## config.mk

```make
export PLATFORM = sky130hd
export DESIGN_NAME = seg_scan_hex
export DESIGN_NICKNAME = d
export VERILOG_FILES = /design/src/rtl/seg_scan_pkg.sv /design/src/rtl/hex_glyph.sv /design/src/rtl/seg_scan_hex.sv
export SDC_FILE = /design/constraint.sdc
export NUM_CORES = 1
export LEC_CHECK = 0
export CAP_MARGIN = 20
export CORE_AREA = 2 2 73 75
export DETAILED_ROUTE_END_ITERATION = 10
export DIE_AREA = 0 0 75 77
export GPL_TIMING_DRIVEN = 1
export PLACE_DENSITY = 0.83
export SLEW_MARGIN = 20
export SYNTH_ARGS = -nofsm -noshare
export SYNTH_HDL_FRONTEND = slang
export SYNTH_SLANG_ARGS = --single-unit
```

## constraint.sdc

```tcl
create_clock -name clk -period 2.2 [get_ports clk]
set_input_delay 0.44 -clock clk [delete_from_list [all_inputs] [get_ports clk]]
set_output_delay 0.44 -clock clk [all_outputs]
set_load 0.01 [all_outputs]
```

## src/rtl/seg_scan_pkg.sv

```systemverilog
//----------------------------------------------------------------------------
// Module      : seg_scan_pkg
// Description : Glyph constants and sizing helper for the seg_scan_hex driver.
// Revision    : 1.0 - initial release
//----------------------------------------------------------------------------
`default_nettype none

package seg_scan_pkg;

    // Segment order is a..g with seg[0]=a; active-low, so 0 = lit.
    localparam logic [0:6] SEG_BLANK = 7'b1111111;
    localparam logic [0:6] GLYPH_0   = 7'b0000001;
    localparam logic [0:6] GLYPH_1   = 7'b1001111;
    localparam logic [0:6] GLYPH_2   = 7'b0010010;
    localparam logic [0:6] GLYPH_3   = 7'b0000110;
    localparam logic [0:6] GLYPH_4   = 7'b1001100;
    localparam logic [0:6] GLYPH_5   = 7'b0100100;
    localparam logic [0:6] GLYPH_6   = 7'b0100000;
    localparam logic [0:6] GLYPH_7   = 7'b0001111;
    localparam logic [0:6] GLYPH_8   = 7'b0000000;
    localparam logic [0:6] GLYPH_9   = 7'b0000100;
    localparam logic [0:6] GLYPH_A   = 7'b0001000;
    localparam logic [0:6] GLYPH_B   = 7'b1100000;
    localparam logic [0:6] GLYPH_C   = 7'b0110001;
    localparam logic [0:6] GLYPH_D   = 7'b1000010;
    localparam logic [0:6] GLYPH_E   = 7'b0110000;
    localparam logic [0:6] GLYPH_F   = 7'b0111000;

    // Counter width that stays at least one bit for degenerate counts.
    function automatic int idx_width(input int n);
        return (n <= 1) ? 1 : $clog2(n);
    endfunction

endpackage

`default_nettype wire

```

## src/rtl/hex_glyph.sv

```systemverilog
//----------------------------------------------------------------------------
// Module      : hex_glyph
// Description : Combinational hex nibble to active-low 7-segment glyph decoder.
// Revision    : 1.0 - initial release
//----------------------------------------------------------------------------
`default_nettype none

module hex_glyph
    import seg_scan_pkg::*;
(
    input  logic [3:0] i_nibble,
    output logic [0:6] o_seg
);

    always_comb begin
        o_seg = SEG_BLANK;
        case (i_nibble)
            4'h0: o_seg = GLYPH_0;
            4'h1: o_seg = GLYPH_1;
            4'h2: o_seg = GLYPH_2;
            4'h3: o_seg = GLYPH_3;
            4'h4: o_seg = GLYPH_4;
            4'h5: o_seg = GLYPH_5;
            4'h6: o_seg = GLYPH_6;
            4'h7: o_seg = GLYPH_7;
            4'h8: o_seg = GLYPH_8;
            4'h9: o_seg = GLYPH_9;
            4'hA: o_seg = GLYPH_A;
            4'hB: o_seg = GLYPH_B;
            4'hC: o_seg = GLYPH_C;
            4'hD: o_seg = GLYPH_D;
            4'hE: o_seg = GLYPH_E;
            4'hF: o_seg = GLYPH_F;
        endcase
    end

endmodule

`default_nettype wire

```

## src/rtl/seg_scan_hex.sv

```systemverilog
//----------------------------------------------------------------------------
// Module      : seg_scan_hex
// Description : Scanned common-anode hex display driver with dead time and
//               leading-zero blanking. Optional blink via SEG_SCAN_BLINK_EN.
// Revision    : 1.0 - initial release
//----------------------------------------------------------------------------
`default_nettype none

module seg_scan_hex
    import seg_scan_pkg::*;
#(
    parameter int NUM_DIGITS   = 4,
    parameter int SCAN_DIV     = 50000,
    parameter int DEAD_CYCLES  = 2
`ifdef SEG_SCAN_BLINK_EN
    ,
    parameter int BLINK_FRAMES = 64
`endif
) (
    input  logic                    clk,
    input  logic                    reset,
    input  logic [4*NUM_DIGITS-1:0] value,
    input  logic [NUM_DIGITS-1:0]   dp_in,
    input  logic                    load,
    input  logic                    blank_lz,
`ifdef SEG_SCAN_BLINK_EN
    input  logic [NUM_DIGITS-1:0]   blink_mask,
`endif
    output logic [0:6]              seg,
    output logic                    dp,
    output logic [NUM_DIGITS-1:0]   an,
    output logic                    frame_done
);

    localparam int c_IW = idx_width(NUM_DIGITS);
    localparam int c_PW = idx_width(SCAN_DIV);

    logic [c_PW-1:0]         r_presc;
    logic [c_IW-1:0]         r_idx;
    logic [4*NUM_DIGITS-1:0] r_shadow;
    logic [NUM_DIGITS-1:0]   r_shadow_dp;
    logic [0:6]              r_seg;
    logic                    r_dp;
    logic [NUM_DIGITS-1:0]   r_an;
    logic                    r_frame_done;

    logic                    w_slot_end;
    logic                    w_wrap;
    logic                    w_dead;
    logic [3:0]              w_nib;
    logic                    w_dp_sel;
    logic                    w_lz_sel;
    logic                    w_mask_sel;
    logic                    w_blank;
    logic                    w_zero_above;
    logic [NUM_DIGITS-1:0]   w_lz;
    logic [0:6]              w_glyph;

    assign w_slot_end = (r_presc == c_PW'(SCAN_DIV - 1));
    assign w_wrap     = w_slot_end && (r_idx == c_IW'(NUM_DIGITS - 1));
    assign w_dead     = (int'(r_presc) < DEAD_CYCLES);

    // Digit i is a leading zero when it and every digit to its left are 0.
    always_comb begin
        w_zero_above = 1'b1;
        w_lz         = '0;
        for (int i = NUM_DIGITS - 1; i >= 0; i--) begin
            w_zero_above = w_zero_above && (r_shadow[4*i +: 4] == 4'h0);
            w_lz[i]      = w_zero_above && (i != 0);
        end
    end

    always_comb begin
        w_nib      = 4'h0;
        w_dp_sel   = 1'b0;
        w_lz_sel   = 1'b0;
        w_mask_sel = 1'b0;
        for (int i = 0; i < NUM_DIGITS; i++) begin
            if (r_idx == c_IW'(i)) begin
                w_nib    = r_shadow[4*i +: 4];
                w_dp_sel = r_shadow_dp[i];
                w_lz_sel = w_lz[i];
`ifdef SEG_SCAN_BLINK_EN
                w_mask_sel = blink_mask[i];
`endif
            end
        end
    end

    hex_glyph u_hex_glyph (
        .i_nibble (w_nib),
        .o_seg    (w_glyph)
    );

`ifdef SEG_SCAN_BLINK_EN
    localparam int c_BW = idx_width(BLINK_FRAMES);

    logic [c_BW-1:0] r_blink_cnt;
    logic            r_blink_off;

    always_ff @(posedge clk) begin
        if (reset) begin
            r_blink_cnt <= '0;
            r_blink_off <= 1'b0;
        end else if (r_frame_done) begin
            if (r_blink_cnt == c_BW'(BLINK_FRAMES - 1)) begin
                r_blink_cnt <= '0;
                r_blink_off <= ~r_blink_off;
            end else begin
                r_blink_cnt <= r_blink_cnt + 1'b1;
            end
        end
    end

    assign w_blank = (blank_lz && w_lz_sel) || (r_blink_off && w_mask_sel);
`else
    assign w_blank = (blank_lz && w_lz_sel) || (1'b0 && w_mask_sel);
`endif

    always_ff @(posedge clk) begin
        if (reset) begin
            r_presc      <= '0;
            r_idx        <= '0;
            r_shadow     <= '0;
            r_shadow_dp  <= '0;
            r_seg        <= SEG_BLANK;
            r_dp         <= 1'b1;
            r_an         <= '1;
            r_frame_done <= 1'b0;
        end else begin
            r_presc      <= w_slot_end ? '0 : r_presc + 1'b1;
            r_frame_done <= w_wrap;
            if (w_wrap) begin
                r_idx <= '0;
            end else if (w_slot_end) begin
                r_idx <= r_idx + 1'b1;
            end
            if (load) begin
                r_shadow    <= value;
                r_shadow_dp <= dp_in;
            end
            if (w_dead) begin
                r_an  <= '1;
                r_seg <= SEG_BLANK;
                r_dp  <= 1'b1;
            end else begin
                r_an  <= ~(NUM_DIGITS'(1) << r_idx);
                r_seg <= w_blank ? SEG_BLANK : w_glyph;
                r_dp  <= w_blank ? 1'b1 : ~w_dp_sel;
            end
        end
    end

    assign seg        = r_seg;
    assign dp         = r_dp;
    assign an         = r_an;
    assign frame_done = r_frame_done;

endmodule

`default_nettype wire

```

==> results of run 1 <==
## flip-flops by register name, summed over array words and instances (netlist names)
name / count
dp: 1
frame_done: 1
r_presc: 16
r_shadow: 16
r_shadow_dp: 4
seg: 7
r_idx: 2
an: 4
## cells in the final DEF (no fill, tap or decap), drive strengths merged, types with 2 or more instances in the layout
cell type      Yosys  layout
nand2             31      31
o221ai             4       4
nor2b              4       4
buf                4      17
nand3              6       6
clkdlybuf4s50      0      36
nand3b             4       4
nor3b              3       3
a311o              2       2
nand4              4       4
o211ai             4       4
nor2              43      43
clkbuf             7       6
a311oi             2       2
xnor2              9       9
and3               3       3
xor2               6       6
or3                2       2
ha                11      11
inv                8       8
nor4               7       7
bufinv             0       2
dfxtp             51      51
a21oi              7       7
o21ai              3       3
nor3               2       2
mux2i             23      23
## worst max-delay path, cell delays in order (launching register included)
cell,delay [ns]
dfxtp_2,0.35
inv_1,0.13
ha_2,0.26
nand3b_1,0.14
a221oi_4,0.34
inv_2,0.11
ha_1,0.31
a21oi_1,0.15
a22o_1,0.15
nand2_1,0.05
## where the power goes
group / total, mW / internal (mW) / switching, mW
sequential: 0.986 / 0.960 / 0.0256
combinational: 0.232 / 0.131 / 0.101
clock: 0.750 / 0.454 / 0.295
total: 1.97 / 1.55 / 0.422
## cell type report
cell class | count | area (µm²) | area share
clock buffers | 6 | 72.6 | 0.0237
multi-input cells | 188 | 1300 | 0.424
repair buffers | 53 | 488 | 0.159
flip-flops and latches | 51 | 1030 | 0.335
well taps | 70 | 87.6 | 0.0286
inverters | 8 | 30.0 | 0.00981
clock inverters | 2 | 60.1 | 0.0196
## logic make-up (layout without fill, tap and decap cells)
family | Yosys count | count (layout)
AND/OR/NAND/NOR | 113 | 113
flip-flops | 51 | 51
AO/OA/AOI/OAI | 26 | 26
multiplexers | 23 | 23
buffers and inverters | 19 | 69
XOR/XNOR | 15 | 15
adder cells (fa/ha/maj) | 11 | 11
## worst max path at each step
stage / slack, ns / from / to
2_1_floorplan: 0.05 / r_idx[0]$_SDFFE_PP0N_ / seg[0]$_SDFF_PP1_
3_3_place_gp: 0.11 / r_idx[0]$_SDFFE_PP0N_ / seg[3]$_SDFF_PP1_
3_5_place_dp: -0.004 / r_idx[0]$_SDFFE_PP0N_ / seg[3]$_SDFF_PP1_
4_1_cts: 0.005 / r_idx[0]$_SDFFE_PP0N_ / seg[3]$_SDFF_PP1_
5_1_grt: -0.008 / r_idx[0]$_SDFFE_PP0N_ / seg[3]$_SDFF_PP1_
6_report: 0.11 / r_idx[0]$_SDFFE_PP0N_ / seg[3]$_SDFF_PP1_
## metrics by stage
| stage | power, mW | utilization | instance area, µm² |
|---|---|---|---|
| finish | 1.97 | 0.615 | 3060 |
| global route | 2.06 | 0.615 | 3060 |
| CTS | 1.98 | 0.603 | 3000 |
| detailed placement | 1.24 | 0.576 | 2870 |
| global placement | 1.23 | 0.576 | 2870 |
| floorplan | 1.13 | - | 2350 |
## layer usage
layer  vias up  wire length (µm)  GRT usage
li1        990                 -          -
met1       912              2160      0.235
met2        43              2570      0.316
met3         8               192     0.0355
met4         0                83     0.0661
met5         -                 0          0
## what timing repair did
item                                    in CTS  in global routing
endpoints found under the setup margin       1                  7
pin swaps                                    0                  3
gates resized for setup                      1                 13
setup buffers                                0                  2
endpoints found under the hold margin        0                  0
hold buffers                                 0                  0
gates cloned                                 0                  0
==> impl_metrics.ini, run 1 <==
[run_status]
outcome = complete, no violations

[routing]
viasPerCell = 5.17
ant_nets = 0
routed_wl_um = 5010
drcViolationCount = 0
wl_per_cell_um = 13.2
via_count = 1953
first_pass_iters = 4
first_iter_violations = 105

[synthesis]
synth_most_common_cell = dfxtp_1
synth_fa_ha_area_frac = 0.0587
ys_top_cells_by_area = dfxtp_1, mux2i_1, nor2_1, ha_1, nand2_1
synth_top_area_share = 0.436
syn_inst = 258
syn_nets = 293
ys_warn_count = 0
synth_compound_area_frac = 0.0838
synth_edf_count = 0
yosys.area_share.simple = 0.235
async_reset_ff_frac = 0
ys_ff_latch = 51
synth_top_family_by_area = simple AND/OR/NAND/NOR gates
yosys-top-cells-count = dfxtp_1, nor2_1, nand2_1
synth-main-ff-cell = dfxtp_1
syn_area_um2 = 2340
avgSynthCellArea_um2 = 9.08
synth_cell_type_count = 38
yosysTopAreaCell = dfxtp_1
ys_seq_area_frac = 0.436
muxShareOfSynthArea = 0.0982
synth_xor_area_frac = 0.0561

[grt]
grt_overflow = 0
antenna_found_initial = 0
first_global_vias = 1890
grt_max_degree = 26
grtUsageTotal = 0.188
grt_pass1_wl_um = 8530

[setup_path]
start_kind = flop
r2r_cells = 9
worstPathMaxFanout = 6
worstPathArrival_ns = 2.29
worstSetupPathType = reg2reg
end_kind = flop
reg2reg_slack_ns = 0.11
r2r_end = seg[3]$_SDFF_PP1_
crit_required_ns = 2.40
worstReg2RegStart = r_idx[0]$_SDFFE_PP0N_

[sta]
max_slew_margin = 0.761
fin_skew_ns = 0.00435
finalCritPeriodShare = 0.949
tightestPinTransition_ns = 0.357
rsz0062_at_grt = true
setup_viol = 0
setup_slack_ns = 0.112
hold_viol = 0
maxSlewViolCount = 0
fmax_mhz = 479
min_period_ns = 2.09
setup_tns_ns = 0
fin_hold_ws_ns = 0.484

[finish]
fin_nets = 342
final_layout_size_suffix_gt1_frac = 0.133
nFillCells = 422
diodes = 0
syn_to_final_growth_pct = 30.6
fin_cells = 378

[power_and_ir_drop]
powerDensity_nw_per_um2 = 643
p_leak_nw = 1.21
vdd_ir_drop_max_v = 0.000445

[placement]
place_inst = 368
gp_congestion = 0.894
place_hpwl_um = 3630
dp_slack_ns = -0.00377
portBuffers = 36

[min_path]
worstHoldStart = r_presc[0]$_SDFF_PP0_
hold_end = r_presc[0]$_SDFF_PP0_
whs_path_depth = 1
hold_class = reg2reg

[floorplan]
core_um2 = 4980
initial_core_util = 0.471
rows = 26
pin_count = 37
dieWidth_um = 75
die_area_um2 = 5780
dieHeight_um = 77

[clock_tree]
tritoncts = done
clk_latency_ns = 0.30
path_clk_slew_ns = 0.09
htreeDepth = 2
cts.sinks = 51
root_buffer = clkbuf_8
clock_path_buffers = 2
cts_buffers = 5

[flow_run]
drv_cap = 0
(Power assumes the default switching activity.)
==> inputs of run 2 (changes only) <==
--- a/config.mk
+++ b/config.mk
@@ -6,12 +6,13 @@
 export NUM_CORES = 1
 export LEC_CHECK = 0
 export CAP_MARGIN = 20
-export CORE_AREA = 2 2 73 75
+export CORE_AREA = 2 2 81 83
 export DETAILED_ROUTE_END_ITERATION = 10
-export DIE_AREA = 0 0 75 77
+export DIE_AREA = 0 0 83 85
 export GPL_TIMING_DRIVEN = 1
-export PLACE_DENSITY = 0.83
+export PLACE_DENSITY = 0.72
 export SLEW_MARGIN = 20
 export SYNTH_ARGS = -nofsm -noshare
 export SYNTH_HDL_FRONTEND = slang
+export SYNTH_HIERARCHICAL = 1
 export SYNTH_SLANG_ARGS = --single-unit
==> run 2 against run 1 <==
  * The flow now finishes with violations (negative setup slack)
  * Synthesized cell count increased by 2.7%
  * First-iteration DRC count is 56% lower
  * Sequential share of layout area is 1.6 points lower
  * Fmax is 9.4% lower
  * Clock power decreased by 25%
  * Power is 7.6% lower
  * Register-to-register slack worse by 0.22 ns
  * Worst setup slack got worse by 0.22 ns
  * Critical endpoint unchanged
==> impl_metrics.ini, run 2 <==
[placement]
dp_slack_ns = -0.111
portBuffers = 36
place_hpwl_um = 3800
gp_congestion = 0.853
post_dp_cell_area_um2 = 3020

[finish]
syn_to_final_growth_pct = 33.1
final_layout_size_suffix_gt1_frac = 0.225
final_common_cell = dfxtp_1
layout_common_cells = dfxtp_1, nor2_1, clkdlybuf4s50_1, buf_4, mux2i_1
fin_nets = 359
post-route-util = 0.518
diodes = 0
finish.instance_area_um2 = 3210

[setup_path]
start_kind = flop
worstReg2RegStart = r_idx[1]$_SDFFE_PP0N_
startpoint = r_idx[1]$_SDFFE_PP0N_
worstPathArrival_ns = 2.51
crit_required_ns = 2.40
worstPathMaxFanout = 6
end_kind = flop
worstSetupPathType = reg2reg

[grt]
grt_max_degree = 26
antenna_found_initial = 0
grt_overflow = 0
first_global_vias = 1909
grt_pass1_wl_um = 8980
grtUsageTotal = 0.156

[sta]
setup_slack_ns = -0.104
tightestPinTransition_ns = 0.554
min_period_ns = 2.30
setup_tns_ns = -0.149
fmax_mhz = 434
setup_viol = 2
fin_skew_ns = 0.00991
rsz0062_at_grt = true
hold_viol = 0
max_slew_margin = 0.628
finalCritPeriodShare = 1.05
maxSlewViolCount = 0

[run_status]
violations = negative setup slack
outcome = finished with violations

[clock_tree]
root_buffer = clkbuf_8
path_clk_slew_ns = 0.10
hold_buffers = 0
clock_path_buffers = 2
clk_latency_ns = 0.31
tritoncts = done
cts.sinks = 51
htreeDepth = 2
cts_buffers = 5

[floorplan]
dieHeight_um = 85
initial_core_util = 0.389
dieWidth_um = 83
core_um2 = 6200
die_area_um2 = 7060
pin_count = 37
rows = 29

[synthesis]
syn_area_um2 = 2410
ys_warn_count = 6
ys_seq_area_frac = 0.423
syn_nets = 301
ys_top_cells_by_area = dfxtp_1, mux2i_1, nor2_1, ha_1, xnor2_1
syn_inst = 265
avgSynthCellArea_um2 = 9.11
synth-main-ff-cell = dfxtp_1
ys_ff_latch = 51
synth_top_area_share = 0.423
async_reset_ff_frac = 0
synth_cell_type_count = 39
yosys-top-cells-count = dfxtp_1, nor2_1, mux2i_1
yosysTopAreaCell = dfxtp_1
synth_most_common_cell = dfxtp_1
synth_edf_count = 0

[power_and_ir_drop]
p_leak_nw = 1.23
power_mw = 1.82
vdd_ir_drop_max_v = 0.000322
powerDensity_nw_per_um2 = 566

[routing]
via_count = 1983
ant_nets = 0
routed_wl_um = 5120
first_iter_violations = 46
viasPerCell = 4.95
first_pass_iters = 4
wl_per_cell_um = 12.8
drcViolationCount = 0

[min_path]
hold_class = reg2reg
worstHoldStart = r_presc[15]$_SDFF_PP0_

[flow_run]
drv_cap = 0
## run 2: cell types whose count changed after synthesis, sizes merged, moves of 3 or more
cell    delta
o211ai     -3
xor2       -3
o21ai      +6
nor4       +4
and3       -3
nor3b      -3
or2        +8
a21oi      +7
nor2b      -3
o221ai     -4
nand2     -10
## run 2: metal layers
layer	up-vias	GRT usage	part of all wire
li1	1035	-	-
met2	42	0.262	0.48
met5	-	0	0
met3	5	0.0496	0.054
met4	0	0.0537	0.013
met1	901	0.190	0.45
## run 2: cell type report
cell class                 instances  area, µm²
fill                             561       2990
clock buffer                       5       68.8
tap                               77       96.3
inverter                           9       33.8
multi-input combinational        192       1380
timing repair buffer              64        583
clock inverter                     3       28.8
sequential                        51       1030
## run 2: final timing paths
path                            slack (ns)  depth (start not counted)               endpoint
worst max-delay path                 -0.10                         11      seg[3]$_SDFF_PP1_
worst min register to register        0.51                          2  frame_done$_SDFF_PP0_
worst min-delay path                  0.51                          2  frame_done$_SDFF_PP0_
worst max register to register       -0.10                         11      seg[3]$_SDFF_PP1_
## run 2: through the flow
| stage | std cells | hold slack, ns |
|---|---|---|
| 5_1_grt | 401 | 0.534 |
| 3_3_place_gp | 388 | 0.483 |
| 3_5_place_dp | 388 | 0.492 |
| 4_1_cts | 400 | 0.509 |
| 6_report | 401 | 0.506 |
| 2_1_floorplan | 265 | 0.448 |
## run 2: critical path, stage by stage, from the launching register on
cell      delay, ns
dfxtp_2        0.35
inv_2          0.06
ha_4           0.17
nand3b_1       0.18
a21oi_2        0.16
a21oi_1        0.07
o21ai_2        0.15
inv_2          0.10
ha_4           0.27
inv_2          0.03
mux4_2         0.44
or2_4          0.23
## run 2: power breakdown
part / internal [mW] / leakage [nW] / switching, mW / total (mW)
clock network: 0.236 / 0.0502 / 0.326 / 0.561
registers: 0.961 / 0.418 / 0.0282 / 0.989
logic: 0.157 / 0.757 / 0.111 / 0.268
total: 1.35 / 1.23 / 0.465 / 1.82
## run 2: kinds of logic (layout without fill, tap and decap cells)
family / count (synthesis) / count (layout) / share of synthesized area
simple gates: 111 / 111 / 0.239
mux: 26 / 26 / 0.113
flops: 51 / 51 / 0.423
fa+ha+maj: 12 / 12 / 0.0622
compound gates: 30 / 30 / 0.0720
buf+inv: 22 / 81 / 0.0430
xor+xnor: 13 / 13 / 0.0472
## run 2: what timing repair did
| item | CTS | global route |
|---|---|---|
| gates resized for setup | 9 | 6 |
| buffers inserted | 4 | 1 |
| pin swaps | 6 | 3 |
| setup endpoints to repair | 4 | 7 |
